<file path="config.mk">
export PLATFORM = sky130hd
export DESIGN_NAME = traffic_phase_scheduler_flat
export DESIGN_NICKNAME = d
export VERILOG_FILES = /design/src/rtl/llm_pkg.sv /design/src/rtl/traffic_phase_scheduler_if.sv /design/src/rtl/phase_timer.sv /design/src/rtl/traffic_phase_scheduler.sv /design/src/flat_wrapper.sv
export SDC_FILE = /design/constraint.sdc
export NUM_CORES = 1
export LEC_CHECK = 0
export CORE_UTILIZATION = 40
export CTS_CLUSTER_SIZE = 30
export DETAILED_ROUTE_END_ITERATION = 8
export SLEW_MARGIN = 20
export SYNTH_ARGS = -nofsm -noshare
export SYNTH_HDL_FRONTEND = slang
export SYNTH_HIERARCHICAL = 1
export SYNTH_SLANG_ARGS = --single-unit
</file>
<file path="constraint.sdc">
create_clock -name clock -period 8 [get_ports clock]
set_input_delay 1.2 -clock clock [delete_from_list [all_inputs] [get_ports clock]]
set_output_delay 1.2 -clock clock [all_outputs]
set_load 0.01 [all_outputs]
</file>
<file path="src/rtl/llm_pkg.sv">
// Types and constants shared between the phase scheduler and the light-monitor datapath.
package llm_pkg;

    localparam int TIMER_W = 6;

    typedef enum logic [1:0] {
        PH_RED    = 2'd0,
        PH_GREEN  = 2'd1,
        PH_YELLOW = 2'd2
    } phase_e;

    // Entering a phase of duration D loads the down-counter with D-1.
    function automatic logic [TIMER_W-1:0] load_val(input int dur);
        return TIMER_W'(dur - 1);
    endfunction

    function automatic bit dur_ok(input int dur);
        return (dur >= 1) && (dur <= 63);
    endfunction

endpackage

</file>
<file path="src/rtl/traffic_phase_scheduler_if.sv">
// Request/override inputs and light/status outputs of the traffic phase scheduler.
interface traffic_phase_scheduler_if;
    import llm_pkg::*;

    logic               ped_req;
    logic               emergency;
    logic               green;
    logic               yellow;
    logic               red;
    logic               ped_ack;
    logic [1:0]         phase;
    logic [TIMER_W-1:0] timer;

    modport master (
        output ped_req, emergency,
        input  green, yellow, red, ped_ack, phase, timer
    );

    modport slave (
        input  ped_req, emergency,
        output green, yellow, red, ped_ack, phase, timer
    );

endinterface

</file>
<file path="src/rtl/phase_timer.sv">
// Down-counter for the current phase: load on phase entry, hold-reload while an override is active.
module phase_timer
    import llm_pkg::*;
#(
    parameter logic [TIMER_W-1:0] HOLD_VAL = '0
) (
    input  logic               clock,
    input  logic               reset,
    input  logic               i_load,
    input  logic [TIMER_W-1:0] i_load_val,
    input  logic               i_hold,
    output logic [TIMER_W-1:0] o_count,
    output logic               o_zero
);

    logic [TIMER_W-1:0] r_count;

    // Reset and hold share the same value: both mean "start a fresh RED".
    always_ff @(posedge clock) begin
        if (reset || i_hold) begin
            r_count <= HOLD_VAL;
        end else if (i_load) begin
            r_count <= i_load_val;
        end else if (r_count != '0) begin
            r_count <= r_count - 1'b1;
        end
    end

    assign o_count = r_count;
    assign o_zero  = (r_count == '0);

endmodule

</file>
<file path="src/rtl/traffic_phase_scheduler.sv">
// RED -> GREEN -> YELLOW light sequencer with pedestrian early-exit and emergency red hold.
module traffic_phase_scheduler
    import llm_pkg::*;
#(
    parameter int GREEN_TIME  = 40,
    parameter int YELLOW_TIME = 5,
    parameter int RED_TIME    = 20,
    parameter int MIN_GREEN   = 10
) (
    input  logic                      clock,
    input  logic                      reset,
    traffic_phase_scheduler_if.slave  bus
);

    if (!dur_ok(GREEN_TIME) || !dur_ok(YELLOW_TIME) || !dur_ok(RED_TIME)
        || MIN_GREEN < 1 || MIN_GREEN > GREEN_TIME) begin : g_param_check
        $error("traffic_phase_scheduler: illegal phase duration parameters");
    end

    localparam logic [TIMER_W-1:0] L_RED    = load_val(RED_TIME);
    localparam logic [TIMER_W-1:0] L_GREEN  = load_val(GREEN_TIME);
    localparam logic [TIMER_W-1:0] L_YELLOW = load_val(YELLOW_TIME);
    localparam logic [TIMER_W:0]   L_GREEN_LEN = (TIMER_W+1)'(GREEN_TIME);
    localparam logic [TIMER_W:0]   L_MIN_GREEN = (TIMER_W+1)'(MIN_GREEN);

    phase_e             r_state;
    phase_e             w_state_next;
    logic               r_pending;
    logic               w_pending_next;
    logic               r_ped_ack;
    logic               w_ped_ack_next;
    logic               w_load;
    logic               w_hold;
    logic [TIMER_W-1:0] w_load_val;
    logic [TIMER_W-1:0] w_timer;
    logic               w_zero;
    logic [TIMER_W:0]   w_elapsed;
    logic               w_ped_exit;
    logic [2:0]         w_lights;

    phase_timer #(
        .HOLD_VAL   (L_RED)
    ) u_timer (
        .clock      (clock),
        .reset      (reset),
        .i_load     (w_load),
        .i_load_val (w_load_val),
        .i_hold     (w_hold),
        .o_count    (w_timer),
        .o_zero     (w_zero)
    );

    // Extra bit keeps GREEN_TIME - timer from wrapping.
    assign w_elapsed  = L_GREEN_LEN - {1'b0, w_timer};
    assign w_ped_exit = r_pending && (w_elapsed >= L_MIN_GREEN);

    // A request in the acknowledge cycle re-arms pending instead of being lost.
    assign w_pending_next = bus.ped_req | (r_pending & ~r_ped_ack);

    always_comb begin
        w_state_next   = r_state;
        w_load         = 1'b0;
        w_load_val     = L_RED;
        w_hold         = 1'b0;
        w_ped_ack_next = 1'b0;
        case (r_state)
            PH_RED: begin
                if (bus.emergency) begin
                    w_hold = 1'b1;
                end else if (w_zero) begin
                    w_state_next = PH_GREEN;
                    w_load       = 1'b1;
                    w_load_val   = L_GREEN;
                end
            end
            PH_GREEN: begin
                if (bus.emergency || w_zero || w_ped_exit) begin
                    w_state_next = PH_YELLOW;
                    w_load       = 1'b1;
                    w_load_val   = L_YELLOW;
                end
            end
            PH_YELLOW: begin
                if (w_zero) begin
                    w_state_next   = PH_RED;
                    w_load         = 1'b1;
                    w_load_val     = L_RED;
                    w_ped_ack_next = w_pending_next;
                end
            end
            default: begin
                w_state_next = PH_RED;
                w_load       = 1'b1;
                w_load_val   = L_RED;
            end
        endcase
    end

    always_ff @(posedge clock) begin
        if (reset) begin
            r_state   <= PH_RED;
            r_pending <= 1'b0;
            r_ped_ack <= 1'b0;
        end else begin
            r_state   <= w_state_next;
            r_pending <= w_pending_next;
            r_ped_ack <= w_ped_ack_next;
        end
    end

    for (genvar gi = 0; gi < 3; gi++) begin : g_light
        assign w_lights[gi] = (r_state == phase_e'(2'(gi)));
    end

    assign bus.red     = w_lights[PH_RED];
    assign bus.green   = w_lights[PH_GREEN];
    assign bus.yellow  = w_lights[PH_YELLOW];
    assign bus.phase   = r_state;
    assign bus.timer   = w_timer;
    assign bus.ped_ack = r_ped_ack;

endmodule
</file>
<file path="src/flat_wrapper.sv">
// flat-port wrapper written by rule: the top's interface ports become plain ports
module traffic_phase_scheduler_flat import llm_pkg::*;
#(
    parameter int GREEN_TIME  = 40,
    parameter int YELLOW_TIME = 5,
    parameter int RED_TIME    = 20,
    parameter int MIN_GREEN   = 10
)
  (clock, reset, bus_ped_req, bus_emergency, bus_green, bus_yellow, bus_red, bus_ped_ack, bus_phase, bus_timer);
  traffic_phase_scheduler_if bus_i ();
  input  logic clock;
  input  logic reset;
  input wire logic [$bits(bus_i.ped_req)-1:0] bus_ped_req;
  input wire logic [$bits(bus_i.emergency)-1:0] bus_emergency;
  output wire logic [$bits(bus_i.green)-1:0] bus_green;
  output wire logic [$bits(bus_i.yellow)-1:0] bus_yellow;
  output wire logic [$bits(bus_i.red)-1:0] bus_red;
  output wire logic [$bits(bus_i.ped_ack)-1:0] bus_ped_ack;
  output wire logic [$bits(bus_i.phase)-1:0] bus_phase;
  output wire logic [$bits(bus_i.timer)-1:0] bus_timer;
  assign bus_i.ped_req = bus_ped_req;
  assign bus_i.emergency = bus_emergency;
  assign bus_green = bus_i.green;
  assign bus_yellow = bus_i.yellow;
  assign bus_red = bus_i.red;
  assign bus_ped_ack = bus_i.ped_ack;
  assign bus_phase = bus_i.phase;
  assign bus_timer = bus_i.timer;
  traffic_phase_scheduler #(.GREEN_TIME(GREEN_TIME), .YELLOW_TIME(YELLOW_TIME), .RED_TIME(RED_TIME), .MIN_GREEN(MIN_GREEN)) u_core (.clock(clock), .reset(reset), .bus(bus_i));
endmodule
</file>
== After elaboration in Yosys (flattened, before gate mapping) ==
Cells that the tools add are included.
Widths: inputs -> output; s select.
Storage, ports and cells
  logic and storage cells: 45
  output and inout bits: 12
  register bits: 10
Cells by class
  multiplexer cells: 17
  reduce and logical (&&, ||, !) cells: 10
  order comparisons: 1
  bitwise logic cells: 5
  $add $sub $neg: 2
  equality and inequality tests: 6
Operators with widths (count)
  $mux 6: 4
  $pmux 6 s2: 1
  $mux 2: 4
  $ge 7x4->1 const B: 1
  $sub 6x6->7 const A: 1
  $logic_not 6->1: 1
  $ne 2x1->1 const B: 3
  $pmux 2 s3: 1
  $reduce_bool 6->1: 1
  $sub 6x1->6 const B: 1
  $mux 1: 5
  $mux 5: 1
  $reduce_and 4->1: 1
  $logic_or 1x1->1: 3
  $not 1->1: 3
  $pmux 1 s3: 1
  $reduce_or 3->1: 1
  $eq 2x1->1 const B: 1
  $eq 2x2->1 const B: 1
  $logic_not 2->1: 1
  $ne 2x2->1 const B: 1
  $reduce_bool 2->1: 1
  $and 1x1->1: 1
  $logic_and 1x1->1: 1
  $or 1x1->1: 1

== Depth between registers and ports, before layout ==
Gate-level depths: netlist of the first run.
  depth after elaboration: 7
  depth in mapped cells: 11
  gate-level depth less buffers: 10

== Modules after synthesis ==
Netlist of the first run, hierarchy kept.
Modules (own cells, without submodules)
  traffic_phase_scheduler: area an instance 456.7 um2, cells an instance 60, times used 1
  phase_timer: area an instance 355.3 um2, cells an instance 39, times used 1

== Least setup slack after synthesis of the first run ==
OpenSTA, ideal clock, no wires.
  path kind: reg-to-reg
  from: register u_core.u_timer.r_count[0] (netlist: u_core/u_timer/o_count[0])
  to: register u_core.u_timer.r_count[2] (netlist: u_core/u_timer/o_count[2])
  clock period less this slack: 2941 ps
  setup time: 60 ps
  arrival: 2881 ps
  cell stages (with the launch flop): 11
  slack: 5059 ps
  path through: dfxtp_1 -> inv_1 -> ha_1 -> or2_1 -> or4_4 -> a2111oi_4 -> o31ai_2 -> o221a_1 -> clkbuf_1 -> o31ai_1 -> and2_1
On the way
  word-level cells in the longest chain between the ends: 7
RTL lines
  start, declared: RTL line phase_timer.sv:16  | logic [TIMER_W-1:0] r_count;
  start signal, assigned: RTL line phase_timer.sv:23  | r_count <= i_load_val;
  start signal, assigned: RTL line phase_timer.sv:25  | r_count <= r_count - 1'b1;
  $sub 6x6->7: RTL line traffic_phase_scheduler.sv:54  | assign w_elapsed = L_GREEN_LEN - {1'b0, w_timer};
  $ge 7x4->1: RTL line traffic_phase_scheduler.sv:55  | assign w_ped_exit = r_pending && (w_elapsed >= L_MIN_GREEN);
  $logic_and 1x1->1: RTL line traffic_phase_scheduler.sv:55
  $logic_or 1x1->1: RTL line traffic_phase_scheduler.sv:77  | if (bus.emergency || w_zero || w_ped_exit) begin
  $mux 1: RTL line traffic_phase_scheduler.sv:77
  $pmux 1 s3 (*): RTL line traffic_phase_scheduler.sv:66  | case (r_state)
  named net u_core.w_load: RTL line traffic_phase_scheduler.sv:32  | logic w_load;
  $mux 6 / $reduce_bool 2->1 (equally long branches)
Mark *: on every way through the listed nets, which the timed path passes. The rest lies on a longest branch. The select of a mux whose other input is x is not followed.
A chain may end at the register's enable or synchronous reset.

== Final worst setup path of the first run ==
  from: register u_core.u_timer.r_count[0] (netlist: u_core/u_timer/o_count[0])
  to: register u_core.u_timer.r_count[3] (netlist: u_core/u_timer/o_count[3])
The elaborated chain is that of the path after synthesis.

==> results.md, run 1 <==
* Status: finished clean
* Clock tree buffer depth at 2
* Sw Ratio at between 20% and 30%
* Period Utilization, post-route at around two fifths
* Max frequency at about 330 MHz
* Root buffer cell: clkbuf_4
* Critical path required time at between 8 and 9 ns
* PwrDens at around 110 nW/um2
* DRC Markers at 0
* Period minus WS final at 3.05 ns
* Pleak at 0.375 nW
* Final Setup Violations at 0
* Vias in the first global route at 651
* Syn Inst Count at between 90 and 100
* Fin area at between 1000 and 1500 um2
* Placer Congestion at ~0.85
* R2R setup slack at roughly 5 ns
* Dominant synthesized flop cell: dfxtp_1
* Clock sinks at 10
* GRT Overall Usage at roughly a fifth
* Worst hold start: u_core/r_pending
* CP Cell Sequence: inv_1 > ha_1 > or2_1 > or4_4 > a2111oi_4 > o31ai_2 > o221a_1 > nor4_1 > a32o_1
* CP Class: flop to flop
* Layout cell share with drive strength beyond 1 at 9.40%
* Asr flop ratio synth at 0%
* Port Buffer Count at 15
* Initial DRC Count at 23
* Post-DP HPWL at around 1400 um
* Post-synth top area share at approximately a quarter
* Comb pwr share at 10.6%
* Synth unique cells at 43
* N_diodes at 0
* Max_slew headroom at between 60% and 70%
* Synth-to-Final Area Change at 26.3%
* Internal power at 83.9 uW
* Setup TNS at 0 ns
* CTS tree: yes
* Clock share of power at between 40% and 50%
* Layout Nets at roughly 130
* FP Rows at 15
* Post-CTS sizing at 0
* Synth Cell Area at approximately 800 um2
* Least-Margin Pin Slew at roughly 0.53 ns
* RSZ-0062 raised after global routing: no
* Via count at 763
* Yosys Warn Count at 6
* Vias per inst at approximately 5.4
* Die width at 47.1 um
* Part of the power in registers at 46.9%
* RR Startpoint: u_core/u_timer/o_count[0]
* Critical path endpoint category: flop
* Yosys reg bits at 10
* Die H at about 47 um
* CP peak stage delay at around 0.54 ns
* Hold Fails Final Rpt at 0
* # hold bufs at CTS at 0
* Max VDD drop at 0.0000950 V
* Initial antenna violation count at 0
* Worst-path clk slew at ~0.080 ns
* Clk_lat worst skew at between 0.2 and 0.3 ns
* Hold depth at 2
* Crit-path leading delay family: simple AND/OR/NAND/NOR gates
* Initial core utilization at approximately 45%
* Clk_skew at 0.00619 ns
* Largest net degree at the start of global routing at 13
* Routed wire per std cell at about 13 um
* Antenna viol nets, final at 0
* Slowest cell on the critical path: or4_4
* Number of buffers created by CTS at 3
* Drt pass-1 iters at 4
* First-pass GRT wire length at about 3100 um
* Crit start category: flop
* Mapped Nets at ~110
* R2r endpoint: u_core/u_timer/o_count[3]
* # Post-CTS Setup Buffers at 0
* DP Area at 990 um2
* Worst min path class: flop to flop
* Synth area leader: dfxtp_1
* Synth area leaders: dfxtp_1 (25%), ha_1 (6.2%), inv_1 (4.6%)
* Slew Viols, Final at 0
* Hold EP: u_core/r_pending
* Critical path peak fanout at 11
* Max-cap violations at 0
* # IOs at 16
* Post-Route WL at ~1800 um
* H-Tree Depth at 1
* Post-synth EDFFs at 0
* Avg Cell Area, Syn at a little over 8 um2
* Sequential area share after synthesis at 24.7%
* Grt ovf at 0
* Die Area at 2210 um2
* Arrival time at the worst endpoint at between 3 and 4 ns
* Worst Path Buf+Inv at 1
* Core footprint at between 1500 and 2000 um2
* R2R depth at 9
* Switching pwr at 27.2 uW
## per-stage QoR
stage	power, mW	instances	util [%]	worst slack (ns)	hold WS (ns)
6_report	0.111	142	56.4	4.95	0.540
5_1_grt	0.117	142	56.4	4.71	0.601
4_1_cts	0.113	142	56.4	4.95	0.547
3_5_place_dp	0.0650	138	54.4	4.96	0.529
3_3_place_gp	0.0651	138	54.4	4.98	0.524
2_1_floorplan	0.0603	99	-	5.06	0.494
## logic make-up after synthesis
kind of cell / Yosys count / synth area share, %
simple gates: 41 / 28.7
buf+inv: 11 / 5.08
fa+ha+maj: 4 / 6.16
xor+xnor: 6 / 6.47
other cells: 1 / 0.462
flops: 10 / 24.7
mux: 2 / 2.62
compound gates: 24 / 25.9
## flip-flops by register name, indices dropped and copies added, names as in the netlist
| name | flops |
|---|---|
| u_core/bus.ped_ack | 1 |
| u_core/bus.phase | 2 |
| u_core/r_pending | 1 |
| u_core/u_timer/o_count | 6 |
## area by class of cell
| class | instances | area, um2 |
|---|---|---|
| well taps | 25 | 31.3 |
| clock buffers | 4 | 36.3 |
| flip-flops and latches | 10 | 200 |
| multi-input cells | 78 | 571 |
| repair buffers | 15 | 150 |
| fillers | 183 | 795 |
| inverters | 10 | 37.5 |
## power by group through the flow
stage	clock network, mW	logic (mW)	registers, mW
floorplan	0	0.00718	0.0531
global placement	0	0.0118	0.0532
detailed placement	0	0.0117	0.0533
CTS	0.0487	0.0118	0.0521
global route	0.0511	0.0135	0.0525
finish	0.0472	0.0118	0.0521
## tightest hold or removal path, stage by stage, from the launching register on
cell	delay, ns
dfxtp_1	0.33
a21oi_1	0.12
nor2_1	0.05
## synth_stat cells (2+ instances only)
library cell / number
nor2b_1: 3
xor2_1: 2
o21ai_0: 4
xnor2_1: 4
nand2_1: 9
nand2b_1: 2
dfxtp_1: 10
nor2_1: 9
nor3_1: 5
a21oi_1: 4
nor3b_1: 2
o31ai_1: 2
inv_1: 10
ha_1: 4
## layer usage
| metal | vias up | GRT usage, % | part of all wire [%] |
|---|---|---|---|
| li1 | 394 | - | - |
| met2 | 18 | 29.2 | 42 |
| met1 | 347 | 29.5 | 52 |
| met4 | 0 | 6.86 | 2.1 |
| met3 | 4 | 6.92 | 3.7 |
| met5 | - | 0 | 0 |
## worst max path at each step
stage                               from  slack [ns]                   endpoint  depth (start not counted)
6_report       u_core/u_timer/o_count[0]        4.95  u_core/u_timer/o_count[3]                          9
5_1_grt        u_core/u_timer/o_count[0]        4.71  u_core/u_timer/o_count[3]                          9
4_1_cts        u_core/u_timer/o_count[0]        4.95  u_core/u_timer/o_count[3]                          9
3_5_place_dp   u_core/u_timer/o_count[0]        4.96  u_core/u_timer/o_count[3]                          9
3_3_place_gp   u_core/u_timer/o_count[0]        4.98  u_core/u_timer/o_count[3]                          9
2_1_floorplan  u_core/u_timer/o_count[0]        5.06  u_core/u_timer/o_count[2]                         10
## layout by cell type (no fill, tap or decap), types with 3 or more instances in the layout
master,instances
clkdlybuf4s50_1,15
ha_1,4
dfxtp_1,10
clkbuf_4,3
o21ai_0,4
inv_1,10
nor3_1,5
a21oi_1,4
nor2b_1,3
nand2_1,9
nor2_1,9
xnor2_1,4
Note: power is estimated with default switching activity, not from simulation.
==> run 2: changes to the inputs <==
clock period = 3 ns   (was 8 ns; I/O delays follow)
==> results.md, run 2 (synthesis gave the netlist of run 1 again) <==
* Vias in the first global route at 620
* Critical path endpoint category: flop
* # IOs at 16
* Initial DRC Count at 27
* Initial core utilization at between 40% and 50%
* Slew Viols, Final at 0
* Placer Congestion at roughly 0.87
* H-Tree Depth at 1
* Core footprint at 1820 um2
* Arrival time at the worst endpoint at 3.06 ns
* DRC Markers at 0
* Grt ovf at 0
* Pwr Total at approximately 260 uW
* CP peak stage delay at 0.54 ns
* FILL cells at just under 200
* Clock tree buffer depth at 2
* Met1 GRT Util at between 20% and 30%
* Worst hold start: u_core/bus.ped_ack
* Final Util at between 50 and 60%
* Worst Setup SP: u_core/u_timer/o_count[1]
* Worst min path class: flop to flop
* Port Buffer Count at 15
* Antenna viol nets, final at 0
* Critical path required time at between 3 and 4 ns
* Via count at roughly 770
* Gr busiest metal: met1
* Drt pass-1 iters at 4
* Period minus WS final at roughly 2.9 ns
* Max VDD drop at ~0.00018 V
* CP Cell Sequence: inv_1 > ha_1 > or2_1 > or4_4 > a2111oi_4 > o31ai_2 > o221a_2 > nor4_1 > a32o_1
* CTS tree: yes
* Max FFs per register at 6
* Worst Path Buf+Inv at 1
* Status: finished clean
* Routed wire per std cell at ~13 um
* Non-filler cells, final at about 150
* Setup TNS at 0 ns
* Slowest cell on the critical path: or4_4
* Max-cap violations at 0
* Die H at roughly 47 um
* Vias per inst at 5.29
* CP Class: flop to flop
* Crit start category: flop
* Grt met3 use at 3.85%
* Die width at 47.1 um
* Clk_skew at between 0.007 and 0.008 ns
* Max frequency at about 350 MHz
* Layout cell share with drive strength beyond 1 at between 10% and 20%
* PwrDens at ~250 nW/um2
* Crit-path leading delay family: simple AND/OR/NAND/NOR gates
* RR Startpoint: u_core/u_timer/o_count[1]
* Met2 usage at a little over a quarter
* Leading cell types in the layout, fill and taps excluded: clkdlybuf4s50_1 (15), inv_1 (10), dfxtp_1 (10), nor2_1 (9), nand2_1 (9)
* Layout Nets at 130
* Critical path peak fanout at 11
* First-pass GRT wire length at 2970 um
* Most common cell after layout, fill and taps aside: clkdlybuf4s50_1
* Synth-to-Final Area Change at 28.4%
* Worst-path clk slew at 0.07 ns
* Hold Fails Final Rpt at 0
* Largest net degree at the start of global routing at 12
* Post-DP HPWL at 1490 um
* FP Rows at 15
* Die Area at about 2200 um2
* GRT Overall Usage at between 10% and 20%
* N_diodes at 0
* Number of buffers created by CTS at 3
* Clock sinks at 10
* Period Utilization, post-route at a little over nine tenths
* RSZ-0062 raised after global routing: no
* # hold bufs at CTS at 0
* Root buffer cell: clkbuf_4
* Pleak at between 0.3 and 0.4 nW
* Clk_lat worst skew at 0.26 ns
* Inst Count DP at between 100 and 150
* Initial antenna violation count at 0
* Post-Route WL at 1930 um
* Final Setup Violations at 0
[run 2: cell count changes in the layout (fill, tap and decap cells not counted)]
cell,delta
o221a_1,-1
clkbuf_8,-1
buf_4,+4
o221a_2,+1
[run 2: area by class of cell]
class	instances	area (um2)	area share, %
Multi-Input combinational cell	78	571	54.7
Clock buffer	3	22.5	2.16
Tap cell	25	31.3	3.00
Sequential cell	10	200	19.2
Timing Repair Buffer	19	180	17.3
Inverter	10	37.5	3.60
[run 2: routing by layer]
layer	vias to the layer above	part of all wire (%)	routed length, um
met5	-	0	0
met4	0	0.62	12
met3	2	2.1	41
met2	15	46	887
met1	350	51	992
li1	400	-	-
[run 2: worst register-to-register path, cell delays in order (launching register included)]
cell and delay [ns]:
dfxtp_1 0.39, inv_1 0.06, ha_1 0.26, or2_1 0.26, or4_4 0.54, a2111oi_4 0.39, o31ai_2 0.13, o221a_2 0.34
nor4_1 0.29, a32o_1 0.15
[run 2: final timing paths]
| kind | to | cells after the start | slack, ns |
|---|---|---|---|
| max | u_core/u_timer/o_count[3] | 9 | 0.15 |
| min | u_core/r_pending | 3 | 0.54 |
| max reg2reg | u_core/u_timer/o_count[3] | 9 | 0.15 |
| min reg2reg | u_core/r_pending | 3 | 0.54 |
[run 2: power breakdown]
group | total [mW] | leakage (nW) | internal, mW | switching, mW
Clock | 0.0899 | 0.0138 | 0.0462 | 0.0437
Combinational | 0.0356 | 0.294 | 0.0167 | 0.0190
Sequential | 0.137 | 0.0813 | 0.135 | 0.00206
Total | 0.263 | 0.389 | 0.198 | 0.0648
[run 2: repair_timing]
| item | CTS | global route |
|---|---|---|
| setup endpoints to repair | 0 | 1 |
| buffers inserted | 0 | 0 |
| gates resized for setup | 0 | 1 |
| endpoints found under the hold margin | 0 | 0 |
[run 2: per-stage QoR]
stage	worst slack, ns	hold slack (ns)	instance area [um2]
finish	0.149	0.539	1040
global route	0.00668	0.589	1040
CTS	0.0875	0.539	1040
detailed placement	0.0988	0.524	1020
global placement	0.156	0.528	1020
floorplan	0.0591	0.494	812
==> variant, RTL diff (config.mk and constraints of run 2) <==
Put a register stage on the output `bus.green`, without a reset. The value now appears one clock later.
--- a/src/rtl/traffic_phase_scheduler.sv
+++ b/src/rtl/traffic_phase_scheduler.sv
@@ -113,7 +113,9 @@
     end
 
     assign bus.red     = w_lights[PH_RED];
-    assign bus.green   = w_lights[PH_GREEN];
+    always_ff @(posedge clock) begin
+        bus.green <= w_lights[PH_GREEN];
+    end
     assign bus.yellow  = w_lights[PH_YELLOW];
     assign bus.phase   = r_state;
     assign bus.timer   = w_timer;
Check against the original RTL: no difference found for any inputs over 10 cycles, from zero or initial values and one cycle with reset high; that may be too few to reach the edited logic, so the function may still have changed.
==> variant against run 2 <==
  * Sequential cell count grew 1
  * Cell area grew 4.1%
  * Worst setup slack gained 65 ps
  * Global-route usage grew 0.35 points
  * Largest cell class unchanged
  * Total power grew 9.3%
  * Combinational power grew 4%
  * Die area grew 2.4%
  * Critical path type unchanged
  * Area after synthesis grew 2.5%
  * Via count grew 3.0%
  * Count of clock-buffer cells in the layout grew 1
  * Sequential power grew 10%
  * Routed wire length shrank 3.1%
==> variant: results (changes against run 2) <==
[status]
status=finished, final reports clean  ; unchanged

[global_route]
grt_pass1_wl_um=3118  ; was 2973 um
grt_pass1_vias=686  ; was 620
grt_max_degree=12  ; unchanged
grt_usage_pct=20.08  ; was 19.73%
antenna_found_initial=0  ; unchanged

[cts]
clock_path_buffers=2  ; unchanged
clk_pin_slew_ps=70  ; about the same
cts-resized-gates=0  ; unchanged
clock_latency_ps=260  ; about the same
cts_htree_levels=1  ; unchanged
root_buffer=clkbuf_4  ; unchanged
numCtsBuffers=3  ; unchanged
cts_setup_buffers=0  ; unchanged

[placement]
postPlaceCellArea_um2=1042  ; was 1020 um2
portBuffers=15  ; unchanged
gp_congestion=0.8512  ; was 0.8731
dp_hpwl_um=1483  ; was 1486 um
dp_slack_ps=27.15  ; was 98.78 ps

[final_layout]
antenna_cells=0  ; unchanged
nets=131  ; was 130
final_layout_size_suffix_gt1_share_pct=13.93  ; was 12.50%
largest_register_ffs=6  ; unchanged

[yosys]
ys_async_sr_fraction_pct=0  ; unchanged
synth_common_cells=dfxtp_1 (11), inv_1 (10), nand2_1 (9), nor2_1 (9), nor3_1 (5)  ; was dfxtp_1 (10), inv_1 (10), nand2_1 (9), nor2_1 (9), nor3_1 (5)
synth_cell_type_count=43  ; unchanged
synth_nets=108  ; was 107
synth.area.top_cells=dfxtp_1 (26%), ha_1 (6.0%), inv_1 (4.5%)  ; was dfxtp_1 (25%), ha_1 (6.2%), inv_1 (4.6%)
ys_seq_area_share_pct=26.47  ; was 24.65%
yosys_warnings=6  ; unchanged
synthFlopType=dfxtp_1  ; unchanged

[worst_setup_path]
path_max_fanout=11  ; unchanged
worstPathArrival_ps=2990  ; was 3060 ps

[drt]
wl_per_cell_um=12.56  ; was 13.32 um
drt-initial-drc-count=18  ; was 27
dr.pass1.iters=4  ; unchanged
drt-vias-per-instance=5.302  ; was 5.290

[worst_hold_path]
min_path_type=flop to flop  ; unchanged

[power_and_ir_drop]
peakVddDrop_v=0.0001828  ; was 0.0001799 V
p_leak_uw=0.0004074  ; was 0.0003886 uW

[timing]
clock_skew_ps=0.4261  ; was 7.278 ps

[variant: cell types whose count changed after synthesis, sizes merged]
cell	before	now
dfxtp	10	11
[variant: worst paths after layout]
check,start,endpoint,slack (ps),cells past startpoint
min,u_core/bus.ped_ack,u_core/r_pending,550,3
max,u_core/u_timer/o_count[1],u_core/u_timer/o_count[3],210,9
min reg2reg,u_core/bus.ped_ack,u_core/r_pending,550,3
max reg2reg,u_core/u_timer/o_count[1],u_core/u_timer/o_count[3],210,9
[variant: cell families after synthesis]
group,after synthesis,synth area share (%)
simple gates,41,27.97
compound gates,24,25.26
flops,11,26.47
buf+inv,11,4.962
xor+xnor,6,6.316
fa+ha+maj,4,6.015
mux,2,2.556
other cells,1,0.4507
[variant: worst max-delay path: stages (launching register included)]
cell and delay [ps]:
dfxtp_2 370, inv_1 50, ha_1 250, or2_1 260, or4_4 540, a2111oi_4 390, o31ai_2 140, o221a_4 290
nor4_2 280, a32o_1 150
[variant: through the flow]
stage	std cells	power, uW	hold WS (ps)
6_report	149	287.1	555.0
4_1_cts	149	290.1	553.8
5_1_grt	149	304.6	604.3
3_3_place_gp	145	189.3	525.8
2_1_floorplan	100	174.4	494.4
3_5_place_dp	145	189.8	538.4
[variant: per-layer routing]
metal	GRT usage (%)	share of wire, %
met1	28.18	52
met2	29.59	45
met3	4.528	2.2
met4	8.333	0.69
met5	0	0
[variant: layout make-up]
class / instances / area [um2]
fillers: 194 / 877.1
inverters: 10 / 37.54
multi-input cells: 78 / 585.6
clock buffers: 4 / 26.28
flip-flops and latches: 11 / 221.5
repair buffers: 19 / 180.2
well taps: 27 / 33.78
[variant: power breakdown]
group	internal, uW	switching [uW]	leakage, uW
sequential	148	2.09	0.0000889
combinational	17.0	19.9	0.000304
clock	51.4	48.4	0.0000150
total	217	70.4	0.000407
